===== config.mk =====
export PLATFORM = sky130hd
export DESIGN_NAME = rv32_regs_ctrl_flat
export DESIGN_NICKNAME = d
export VERILOG_FILES = /design/src/rtl/rv32_regs_ctrl_if.sv /design/src/rtl/rv32_regs_ctrl.sv /design/src/flat_wrapper.sv
export SDC_FILE = /design/constraint.sdc
export NUM_CORES = 1
export LEC_CHECK = 0
export ABC_AREA = 1
export CAP_MARGIN = 10
export CORE_ASPECT_RATIO = 0.9
export CORE_MARGIN = 10
export CORE_UTILIZATION = 34
export CTS_BUF_LIST = sky130_fd_sc_hd__clkbuf_16
export DETAILED_ROUTE_END_ITERATION = 10
export GPL_TIMING_DRIVEN = 0
export PLACE_DENSITY = 0.81
export SYNTH_ARGS = -nofsm -noshare
export SYNTH_HDL_FRONTEND = slang
export SYNTH_SLANG_ARGS = --single-unit

===== constraint.sdc =====
create_clock -name clk -period 2.3 [get_ports clk]
set_input_delay 0.575 -clock clk [delete_from_list [all_inputs] [get_ports clk]]
set_output_delay 0.575 -clock clk [all_outputs]
set_load 0.05 [all_outputs]

===== src/rtl/rv32_regs_ctrl_if.sv =====
// Debug requester bus for rv32_regs_ctrl: a valid/ready request channel
// (read or write of one register) plus a one-cycle completion pulse with
// read data. The controller side uses the slave modport.
interface rv32_regs_ctrl_if;
    logic        dbg_valid_in;
    logic        dbg_write_in;
    logic [4:0]  dbg_addr_in;
    logic [31:0] dbg_wdata_in;
    logic        dbg_ready_out;
    logic        dbg_done_out;
    logic [31:0] dbg_rdata_out;

    modport master (
        output dbg_valid_in,
        output dbg_write_in,
        output dbg_addr_in,
        output dbg_wdata_in,
        input  dbg_ready_out,
        input  dbg_done_out,
        input  dbg_rdata_out
    );

    modport slave (
        input  dbg_valid_in,
        input  dbg_write_in,
        input  dbg_addr_in,
        input  dbg_wdata_in,
        output dbg_ready_out,
        output dbg_done_out,
        output dbg_rdata_out
    );
endinterface


===== src/rtl/rv32_regs_ctrl.sv =====
// Port controller / arbiter in front of the rv32_regs register file.
// Clears x1..x31 after reset, then passes pipeline traffic through and lets
// a debug requester borrow the write port (idle writeback slot) or read
// port 1 (pipeline frozen, operands re-read the following cycle).
module rv32_regs_ctrl (
    input  logic                   clk,
    input  logic                   reset_n,

    // pipeline side
    input  logic                   pipe_stall_in,
    input  logic [4:0]             pipe_rs1_in,
    input  logic [4:0]             pipe_rs2_in,
    input  logic [4:0]             pipe_rd_in,
    input  logic                   pipe_rd_writeback_in,
    input  logic [31:0]            pipe_rd_value_in,
    output logic                   pipe_hold_out,
    output logic                   init_done_out,

    // debug requester
    rv32_regs_ctrl_if.slave        dbg,

    // register file side
    output logic                   regs_stall_out,
    output logic [4:0]             regs_rs1_out,
    output logic [4:0]             regs_rs2_out,
    output logic [4:0]             regs_rd_out,
    output logic                   regs_rd_writeback_out,
    output logic [31:0]            regs_rd_value_out,
    input  logic [31:0]            regs_rs1_value_in
);

    typedef enum logic [1:0] {
        CLEAR       = 2'd0,
        IDLE        = 2'd1,
        DBG_RESTORE = 2'd2
    } state_t;

    state_t      state;
    state_t      state_nxt;
    logic [4:0]  clr_cnt;
    logic [4:0]  clr_cnt_nxt;
    logic        init_done;
    logic        init_done_nxt;
    logic        dbg_done;
    logic        dbg_done_nxt;
    logic [31:0] dbg_rdata;
    logic [31:0] dbg_rdata_nxt;

    logic        dbg_ready;
    logic        dbg_accept;
    logic        dbg_wr_accept;
    logic        dbg_rd_accept;

    // Debug may only go when the pipeline is frozen and not using the
    // write port, so a debug access never collides with pipeline traffic.
    assign dbg_ready     = (state == IDLE) && pipe_stall_in && !pipe_rd_writeback_in;
    assign dbg_accept    = dbg_ready && dbg.dbg_valid_in;
    assign dbg_wr_accept = dbg_accept && dbg.dbg_write_in;
    assign dbg_rd_accept = dbg_accept && !dbg.dbg_write_in;

    assign dbg.dbg_ready_out = dbg_ready;
    assign dbg.dbg_done_out  = dbg_done;
    assign dbg.dbg_rdata_out = dbg_rdata;
    assign init_done_out     = init_done;

    // State, clear counter and registered debug/status outputs.
    always_ff @(posedge clk or negedge reset_n) begin
        if (!reset_n) begin
            state     <= CLEAR;
            clr_cnt   <= 5'd1;
            init_done <= 1'b0;
            dbg_done  <= 1'b0;
            dbg_rdata <= 32'd0;
        end else begin
            state     <= state_nxt;
            clr_cnt   <= clr_cnt_nxt;
            init_done <= init_done_nxt;
            dbg_done  <= dbg_done_nxt;
            dbg_rdata <= dbg_rdata_nxt;
        end
    end

    // Next-state logic and register-file port steering.
    always_comb begin
        state_nxt             = state;
        clr_cnt_nxt           = clr_cnt;
        init_done_nxt         = init_done;
        dbg_done_nxt          = 1'b0;
        dbg_rdata_nxt         = dbg_rdata;

        pipe_hold_out         = 1'b0;
        regs_stall_out        = pipe_stall_in;
        regs_rs1_out          = pipe_rs1_in;
        regs_rs2_out          = pipe_rs2_in;
        regs_rd_out           = pipe_rd_in;
        regs_rd_writeback_out = pipe_rd_writeback_in;
        regs_rd_value_out     = pipe_rd_value_in;

        case (state)
            CLEAR: begin
                // One register per cycle; pipeline writeback is dropped.
                pipe_hold_out         = 1'b1;
                regs_stall_out        = 1'b1;
                regs_rd_out           = clr_cnt;
                regs_rd_writeback_out = 1'b1;
                regs_rd_value_out     = 32'd0;
                clr_cnt_nxt           = clr_cnt + 5'd1;
                if (clr_cnt == 5'd31) begin
                    state_nxt     = IDLE;
                    init_done_nxt = 1'b1;
                end
            end

            IDLE: begin
                if (dbg_wr_accept) begin
                    // Writes to x0 still complete but never strobe the file.
                    regs_rd_out           = dbg.dbg_addr_in;
                    regs_rd_value_out     = dbg.dbg_wdata_in;
                    regs_rd_writeback_out = (dbg.dbg_addr_in != 5'd0);
                    dbg_done_nxt          = 1'b1;
                end else if (dbg_rd_accept) begin
                    // Unfreeze the file for one cycle to latch the debug
                    // address on port 1; port 2 keeps the pipeline operand.
                    pipe_hold_out  = 1'b1;
                    regs_stall_out = 1'b0;
                    regs_rs1_out   = dbg.dbg_addr_in;
                    state_nxt      = DBG_RESTORE;
                end
            end

            DBG_RESTORE: begin
                // Capture the debug read, and re-read the pipeline operands
                // so they are back in the file's output registers.
                pipe_hold_out  = 1'b1;
                regs_stall_out = 1'b0;
                dbg_rdata_nxt  = regs_rs1_value_in;
                dbg_done_nxt   = 1'b1;
                state_nxt      = IDLE;
            end

            default: begin
                state_nxt = CLEAR;
            end
        endcase
    end

endmodule


===== src/flat_wrapper.sv =====
// flat-port wrapper written by rule: the top's interface ports become plain ports
module rv32_regs_ctrl_flat 
  (clk, reset_n, pipe_stall_in, pipe_rs1_in, pipe_rs2_in, pipe_rd_in, pipe_rd_writeback_in, pipe_rd_value_in, pipe_hold_out, init_done_out, regs_stall_out, regs_rs1_out, regs_rs2_out, regs_rd_out, regs_rd_writeback_out, regs_rd_value_out, regs_rs1_value_in, dbg_dbg_valid_in, dbg_dbg_write_in, dbg_dbg_addr_in, dbg_dbg_wdata_in, dbg_dbg_ready_out, dbg_dbg_done_out, dbg_dbg_rdata_out);
  rv32_regs_ctrl_if dbg_i ();
  input  logic clk;
  input  logic reset_n;
  input  logic pipe_stall_in;
  input  logic [4:0] pipe_rs1_in;
  input  logic [4:0] pipe_rs2_in;
  input  logic [4:0] pipe_rd_in;
  input  logic pipe_rd_writeback_in;
  input  logic [31:0] pipe_rd_value_in;
  output logic pipe_hold_out;
  output logic init_done_out;
  output logic regs_stall_out;
  output logic [4:0] regs_rs1_out;
  output logic [4:0] regs_rs2_out;
  output logic [4:0] regs_rd_out;
  output logic regs_rd_writeback_out;
  output logic [31:0] regs_rd_value_out;
  input  logic [31:0] regs_rs1_value_in;
  input wire logic [$bits(dbg_i.dbg_valid_in)-1:0] dbg_dbg_valid_in;
  input wire logic [$bits(dbg_i.dbg_write_in)-1:0] dbg_dbg_write_in;
  input wire logic [$bits(dbg_i.dbg_addr_in)-1:0] dbg_dbg_addr_in;
  input wire logic [$bits(dbg_i.dbg_wdata_in)-1:0] dbg_dbg_wdata_in;
  output wire logic [$bits(dbg_i.dbg_ready_out)-1:0] dbg_dbg_ready_out;
  output wire logic [$bits(dbg_i.dbg_done_out)-1:0] dbg_dbg_done_out;
  output wire logic [$bits(dbg_i.dbg_rdata_out)-1:0] dbg_dbg_rdata_out;
  assign dbg_i.dbg_valid_in = dbg_dbg_valid_in;
  assign dbg_i.dbg_write_in = dbg_dbg_write_in;
  assign dbg_i.dbg_addr_in = dbg_dbg_addr_in;
  assign dbg_i.dbg_wdata_in = dbg_dbg_wdata_in;
  assign dbg_dbg_ready_out = dbg_i.dbg_ready_out;
  assign dbg_dbg_done_out = dbg_i.dbg_done_out;
  assign dbg_dbg_rdata_out = dbg_i.dbg_rdata_out;
  rv32_regs_ctrl u_core (.clk(clk), .reset_n(reset_n), .pipe_stall_in(pipe_stall_in), .pipe_rs1_in(pipe_rs1_in), .pipe_rs2_in(pipe_rs2_in), .pipe_rd_in(pipe_rd_in), .pipe_rd_writeback_in(pipe_rd_writeback_in), .pipe_rd_value_in(pipe_rd_value_in), .pipe_hold_out(pipe_hold_out), .init_done_out(init_done_out), .dbg(dbg_i), .regs_stall_out(regs_stall_out), .regs_rs1_out(regs_rs1_out), .regs_rs2_out(regs_rs2_out), .regs_rd_out(regs_rd_out), .regs_rd_writeback_out(regs_rd_writeback_out), .regs_rd_value_out(regs_rd_value_out), .regs_rs1_value_in(regs_rs1_value_in));
endmodule

Yosys cells after proc, flatten, opt, wreduce, memory -nomap -nowiden. Cells that the tools add are included.

Add/subtract/negate cells: 1. Equality and inequality tests: 6. Multiplexer cells: 21. Reduce and logical (&&, ||, !) cells: 12.

Operators by type and width (number): $pmux W32 S2 (1); $mux W32 (1); $mux W5 (4); $pmux W5 S2 (1); $mux W1 (6); $mux W2 (3); $pmux W1 S2 (3); $pmux W2 S3 (1); $add A5 B1 Y5 const B (1); $eq A5 B5 Y1 const B (1); $logic_and A1 B1 Y1 (5); $reduce_bool A5 Y1 (1); $ne A2 B1 Y1 const B (2); $pmux W1 S3 (1); $reduce_and A3 Y1 (1); $eq A2 B1 Y1 const B (1); $eq A2 B2 Y1 const B (1); $logic_not A1 Y1 (2); $logic_not A2 Y1 (1); $ne A2 B2 Y1 const B (1); $reduce_and A2 Y1 (1); $reduce_or A2 Y1 (1).

Flip-flop bits (word level): 41. Input bits: 122. Word-level logic and storage cells: 45.

Longest topological paths before layout. Gate-level depths: netlist of run 1.

Depth in word-level cells: 8. Mapped depth: 11. Gate-level depth less buffers: 9.

Least setup slack after synthesis of run 1. OpenSTA, ideal clock, no wires.

Path kind: register to output. Start: register u_core.state[1]. End: output pipe_hold_out. Data arrival time: 2253 ps. Path slack: -528 ps. Cell stages (with the launch flop): 9. Path buffers: 2. Cells stage by stage: dfrtp_1 > inv_1 > ha_1 > buf_4 > nand2_4 > nor2_8 > nand3_1 > buf_2 > a31oi_1.

Cells in the longest elaborated chain, start to end: 8. Elaborated cells between the ends (all ways): 12.

Ends and longest elaborated chain: start, declared (line rv32_regs_ctrl.sv:38) `state_t state;`; start signal, assigned (line rv32_regs_ctrl.sv:75) `state <= state_nxt;`; $eq A2 B1 Y1 * (line rv32_regs_ctrl.sv:56) `assign dbg_ready = (state == IDLE) && pipe_stall_in && !pipe_rd_writeback_in;`; $logic_and A1 B1 Y1 * (2 in series) (line rv32_regs_ctrl.sv:56); named net dbg_dbg_ready_out (line flat_wrapper.sv:26) `output wire logic [$bits(dbg_i.dbg_ready_out)-1:0] dbg_dbg_ready_out;`; $logic_and A1 B1 Y1 * (line rv32_regs_ctrl.sv:57) `assign dbg_accept = dbg_ready && dbg.dbg_valid_in;`; $logic_and A1 B1 Y1 (line rv32_regs_ctrl.sv:59) `assign dbg_rd_accept = dbg_accept && !dbg.dbg_write_in;`; $mux W1 (line rv32_regs_ctrl.sv:121) `end else if (dbg_rd_accept) begin`; $mux W1 * (line rv32_regs_ctrl.sv:115) `if (dbg_wr_accept) begin`; $pmux W1 S2 * (line rv32_regs_ctrl.sv:99) `case (state)`; end, declared (line flat_wrapper.sv:13) `output logic pipe_hold_out;`.

The timed path passes the listed nets; every way through them passes the cells marked *.

Worst setup path in the final report of run 1.
Start: register u_core.state[1]. End: output regs_rd_value_out[28].

Cells in the longest elaborated chain, start to end: 7. Elaborated cells between the ends (all ways): 8.

Ends and longest elaborated chain: $eq A2 B1 Y1 (line rv32_regs_ctrl.sv:56, rv32_regs_ctrl.sv:99); $logic_and A1 B1 Y1 (2 in series) (line rv32_regs_ctrl.sv:56); $logic_and A1 B1 Y1 (line rv32_regs_ctrl.sv:57); $logic_and A1 B1 Y1 (line rv32_regs_ctrl.sv:58) `assign dbg_wr_accept = dbg_accept && dbg.dbg_write_in;`; $mux W32 (line rv32_regs_ctrl.sv:115); $pmux W32 S2 * (line rv32_regs_ctrl.sv:99); end, declared (line flat_wrapper.sv:20) `output logic [31:0] regs_rd_value_out;`.

Every way passes the cells marked *; elsewhere a longest branch is shown, timed or not.

==> results.json, run 1 <==
{
  "status": "finished with violations",
  "violations": "setup timing",
  "yosysWarnings": 0,
  "cp-endpoint": "regs_rd_value_out[28]",
  "r2r_end": "u_core.state[1]",
  "yosys.area.top_type": "dfrtp_1",
  "fin_nets": 791,
  "crit_fanout": 5,
  "htreeDepth": 2,
  "crit_arrival_ns": 1.99,
  "synth_top_area_frac": 0.367,
  "antenna_found_initial": 2,
  "setup_viol": 45,
  "crit_family": "simple AND/OR/NAND/NOR gates",
  "tightest_slew_ns": 0.929,
  "num_io_pins": 207,
  "r2r-start": "u_core.state[1]",
  "overflow": 0,
  "max_freq_mhz": 390,
  "insertion_delay_ns": 0.28,
  "num-fill-cells": 471,
  "tns_ns": -9.17,
  "swShare": 0.530,
  "powerDensity_mw_per_mm2": 1570,
  "cts_made_buffers": 5,
  "combPwrFrac": 0.772,
  "maxCapViolations": 0,
  "layout_min_cycle_time_ns": 2.57,
  "grt_pass1_vias": 3680,
  "crit_type": "reg -> out",
  "timing.final.crit_share": 1.12,
  "num_vias": 3603,
  "rsz0062_at_grt": "yes",
  "fin_cells": 761,
  "leakagePower_nw": 2.96,
  "wl_per_cell_um": 17.2,
  "grt_max_degree": 42,
  "crit_start": "u_core.state[1]",
  "portBuffers": 201,
  "seqPwrFrac": 0.134,
  "reg2reg_depth": 12,
  "cts_tree": "built",
  "crit_required_ns": 1.73,
  "place_inst": 720,
  "ys_ff_latch": 41,
  "final_util": 0.803,
  "seq_area_frac_synth": 0.377,
  "cpMostUsedCell": "buf_6",
  "max-vdd-ir-drop_v": 0.000977,
  "start_util": 0.356,
  "slew_headroom": 0.381,
  "track_usage": 0.202,
  "start_kind": "register",
  "clock_skew_ns": 0.00624,
  "cp_cell_sequence": "inv_2, ha_4, nand2_4, nor2_8, nand3_4, nand2_8, buf_6, buf_4, nand2_1, nand2_2, clkinvlp_4, buf_6",
  "crit_slowest_cell": "dfrtp_1",
  "syn_nets": 552,
  "synth.area.top_cells": "dfrtp_1, nand2_1, inv_1",
  "drt-total-wl_mm": 13.1,
  "drt_iter0_markers": 156,
  "cp.depth": 12,
  "grt_pass1_wl_mm": 19.8,
  "die_area_mm2": 0.0120,
  "globalplace.congestion": 0.924,
  "hpwl_mm": 10.1,
  "cts-root-buf": "clkbuf_16",
  "viasPerCell": 4.73,
  "drc": 0,
  "design.core.area_mm2": 0.00766,
  "syn_area_mm2": 0.00273,
  "rrSetupSlack_ns": 0.58,
  "ff_latch_area_mm2": 0.00103,
  "die_x_um": 114,
  "syn-instance-count": 423,
  "ant_nets": 0,
  "hp-class": "in -> async",
  "endpoint_kind": "output pin",
  "p_int_w": 0.00453,
  "rows": 30,
  "drt-pass1-iter-count": 4,
  "path_buf_inv": 5,
  "synth_area_per_cell_um2": 6.45,
  "multi_input_comb_area_mm2": 0.00194,
  "dp_slack_ns": -1.25,
  "die_y_um": 105,
  "clkSlewWorstSetupHoldPaths_ns": 0.06,
  "cts.sinks": 41,
  "power_switching_w": 0.00510,
  "slew_viol_final": 0,
  "ys_types": 30,
  "drive_above_1_share": 0.318,
  "clockBufferDepth": 2,
  "cpPeakStageDelay_ns": 0.39,
  "areaGrowthSynthToFinish_pct": 125,
  "hold_viol_final": 0,
  "power.share.clock": 0.094,
  "layout_setup_ws_ns": -0.266
}
-- through the flow --
step | hold WS (ns) | cell area, um2 | total power, W
2_1_floorplan | 0.279 | 3250 | 0.00571
3_3_place_gp | 0.443 | 5380 | 0.00758
3_5_place_dp | 0.452 | 5380 | 0.00769
4_1_cts | 0.454 | 5860 | 0.00928
5_1_grt | 0.493 | 6150 | 0.0101
6_report | 0.431 | 6150 | 0.00963
-- logic make-up (layout without fill, tap and decap cells) --
family	count (synthesis)	in the layout	synth area share
simple gates	263	263	0.395
other cells	0	2	0
flops	41	41	0.377
compound gates	32	32	0.0656
fa+ha+maj	7	7	0.0321
buf+inv	77	317	0.121
xor+xnor	3	3	0.00964
-- cells in the final DEF, fill, tap and decap left out, types with 5 or more instances in the layout --
master,synthesis,layout
clkbuf_1,10,8
clkbuf_16,0,6
inv_1,52,31
nand3_1,9,7
clkdlybuf4s50_1,0,150
nand4_1,7,7
nand2_2,1,33
a21oi_1,18,14
buf_6,1,38
nand2_1,221,161
nand2_4,3,16
o21ai_4,0,5
clkinvlp_4,0,16
ha_1,7,5
dfrtp_1,40,39
buf_8,0,14
buf_4,8,31
nor2_1,18,18
nand2_8,0,15
-- timing repair --
action,CTS,global route
resized for setup,346,50
pin swaps,6,5
hold buffers,0,0
gates cloned,3,1
setup buffers,16,12
endpoints found under the setup margin,46,46
-- cells in the mapped netlist, drive strengths merged --
| cell type | count |
|---|---|
| ha | 7 |
| nand2 | 225 |
| inv | 53 |
| buf | 13 |
| xor2 | 2 |
| a21oi | 18 |
| nand3 | 10 |
| a21boi | 1 |
| clkbuf | 10 |
| clkinv | 1 |
| dfstp | 1 |
| a31oi | 1 |
| a21o | 1 |
| a22oi | 5 |
| nor2 | 19 |
| nand4 | 7 |
| o21ai | 6 |
| xnor2 | 1 |
| or2 | 1 |
| dfrtp | 40 |
| and3 | 1 |
-- routing by layer --
layer | part of all wire | global-route usage
met2 | 0.51 | 0.360
met4 | 0.022 | 0.0581
met5 | 0 | 0
met1 | 0.36 | 0.213
met3 | 0.10 | 0.0766
-- state kept, by name, summed over array words and instances, names as in the netlist --
register and flops:
u_core.dbg.dbg_done_out 1, u_core.state 2, u_core.clr_cnt 5, u_core.dbg.dbg_rdata_out 32, u_core.init_done_out 1
-- worst min-delay path by stage --
| stage | start | end | slack, ns |
|---|---|---|---|
| floorplan | reset_n | u_core.clr_cnt[1] | 0.28 |
| global placement | u_core.init_done_out | u_core.init_done_out | 0.44 |
| detailed placement | u_core.init_done_out | u_core.init_done_out | 0.45 |
| CTS | reset_n | u_core.dbg.dbg_rdata_out[25] | 0.45 |
| global route | u_core.dbg.dbg_rdata_out[31] | u_core.dbg.dbg_rdata_out[31] | 0.49 |
| finish | reset_n | u_core.dbg.dbg_rdata_out[25] | 0.43 |
-- power groups by stage --
stage / Sequential, W / Combinational [W] / Clock, W
after floorplan: 0.00225 / 0.00345 / 0
after global placement: 0.00128 / 0.00631 / 0
after detailed placement: 0.00130 / 0.00639 / 0
after CTS: 0.00130 / 0.00707 / 0.000915
after global routing: 0.00133 / 0.00787 / 0.000939
final: 0.00129 / 0.00744 / 0.000901
-- layout make-up --
cell class,count,area share
Clock buffer,5,0.0204
Inverter,54,0.0450
Clock inverter,3,0.0106
Multi-Input combinational cell,305,0.315
Tap cell,96,0.0195
Buffer,22,0.0273
Antenna cell,2,0.000814
Sequential cell,41,0.167
Timing Repair Buffer,233,0.394
No activity file was read; power rests on OpenSTA's default activity.
==> run 2: changes to the inputs <==
Settings changed: SLEW_MARGIN from default to 20.
==> run 2 against run 1 <==
Net effect:
- the run still ends with setup timing left
- largest power group unchanged
- setup slack got worse by 0.027 ns
- fmax down 1.1%
- critical path depth shrank 1
- cell count shrank 0.26%
- register-to-register slack got worse by 0.04 ns
- largest cell class unchanged
==> results.json, run 2 (synthesis results as in run 1) <==
{
  "num_io_pins": 207,
  "hold_viol_final": 0,
  "rrSetupSlack_ns": 0.54,
  "violations": "setup timing",
  "die_y_um": 105,
  "hpwl_mm": 10.1,
  "clockBufferDepth": 2,
  "endpoint_kind": "output pin",
  "grt_pass1_wl_mm": 19.7,
  "cp-endpoint": "regs_rd_value_out[2]",
  "crit_required_ns": 1.73,
  "overflow": 0,
  "slew_viol_final": 0,
  "crit_arrival_ns": 2.02,
  "grt_max_degree": 26,
  "design.core.area_mm2": 0.00766,
  "die_x_um": 114,
  "drive_above_1_share": 0.301,
  "portBuffers": 201,
  "wl_per_cell_um": 16.7,
  "maxCapViolations": 0,
  "drt-total-wl_mm": 12.7,
  "layout_setup_ws_ns": -0.294,
  "layout_common_cells": "nand2_1, clkdlybuf4s50_1, dfrtp_1",
  "start_kind": "register",
  "track_usage": 0.201,
  "cts_tree": "built",
  "rows": 30,
  "final_common_cell": "nand2_1",
  "drt-pass1-iter-count": 4,
  "rsz0062_at_grt": "yes",
  "drt_iter0_markers": 210,
  "fin_area_mm2": 0.00603,
  "htreeDepth": 2,
  "cts_made_buffers": 5,
  "layout_min_cycle_time_ns": 2.59,
  "cts.sinks": 41,
  "powerDensity_mw_per_mm2": 1530,
  "r2r-start": "u_core.state[1]",
  "max_freq_mhz": 386,
  "die_area_mm2": 0.0120,
  "crit_start": "u_core.state[1]",
  "fin_nets": 790,
  "dp_slack_ns": -1.25,
  "grt_pass1_vias": 3740,
  "crit_fanout": 8,
  "dpl_cell_area_mm2": 0.00540,
  "tightest_slew_ns": 0.554,
  "status": "finished with violations",
  "r2r_end": "u_core.dbg.dbg_rdata_out[6]",
  "insertion_delay_ns": 0.27,
  "max-vdd-ir-drop_v": 0.000941,
  "viasPerCell": 4.71,
  "num_vias": 3573,
  "hp-class": "in -> async",
  "leakagePower_nw": 2.91,
  "ant_nets": 0,
  "start_util": 0.356,
  "clock_skew_ns": 0.00265,
  "areaGrowthSynthToFinish_pct": 121,
  "timing.final.crit_share": 1.13,
  "cts-root-buf": "clkbuf_16",
  "clkSlewWorstSetupHoldPaths_ns": 0.05,
  "crit_type": "reg -> out",
  "slew_headroom": 0.629,
  "setup_viol": 45,
  "antenna_found_initial": 2,
  "drc": 0,
  "largest_reg_flops": 32,
  "reg2reg_depth": 8,
  "globalplace.congestion": 0.924
}
run 2: stage by stage:
step | utilization | setup TNS [ns] | instances | hold slack, ns | total power, W
finish | 0.787 | -9.26 | 759 | 0.225 | 0.00919
global route | 0.787 | -13.66 | 759 | 0.259 | 0.00971
CTS | 0.769 | -8.28 | 749 | 0.229 | 0.00905
detailed placement | 0.705 | -48.98 | 721 | 0.449 | 0.00770
global placement | 0.703 | -61.85 | 720 | 0.443 | 0.00758
floorplan | - | -2.13 | 423 | 0.279 | 0.00571
run 2: critical path: stages (launching register included):
cell and delay, ns:
dfrtp_1 0.38, inv_2 0.11, ha_4 0.18, nand2_4 0.07, nor2_8 0.12, nand3_4 0.16
nand2_8 0.12, nand2_4 0.11, buf_12 0.18, nand2_4 0.08, nand2_8 0.05, buf_4 0.19
run 2: metal layers:
layer  global-route usage  up-vias  share of wire
met5                    0        -              0
met4               0.0742        0          0.023
met3               0.0772       18           0.11
met2                0.351      176           0.50
met1                0.211     1625           0.36
li1                     -     1754              -
run 2: layout make-up:
class	instances	area, um2
fill	535	1630
clock buffer	5	125
timing repair buffer	232	2400
antenna	2	5.00
sequential	41	1030
multi-input combinational	305	1900
inverter	54	274
tap	96	120
buffer	22	166
clock inverter	2	7.51
run 2: what timing repair did:
action                                  4_1_cts  5_1_grt
setup buffers                                18        8
hold buffers                                  0        0
pin swaps                                     8        9
resized for setup                           350       25
cloned                                        4        0
endpoints found under the setup margin       46       45
run 2: worst min-delay path by stage:
stage / from / endpoint / cells after the start / slack, ns
after floorplan: reset_n / u_core.clr_cnt[1] / 0 / 0.28
after global placement: u_core.init_done_out / u_core.init_done_out / 1 / 0.44
after detailed placement: u_core.init_done_out / u_core.init_done_out / 1 / 0.45
after CTS: reset_n / u_core.dbg.dbg_rdata_out[25] / 1 / 0.23
after global routing: reset_n / u_core.dbg.dbg_rdata_out[25] / 1 / 0.26
final: reset_n / u_core.dbg.dbg_rdata_out[25] / 1 / 0.23
run 2: power by group:
group          total [W]  switching (W)  internal, W
logic            0.00726        0.00451      0.00274
registers        0.00130       0.000222      0.00108
clock network   0.000637       0.000250     0.000387
total            0.00919        0.00499      0.00420
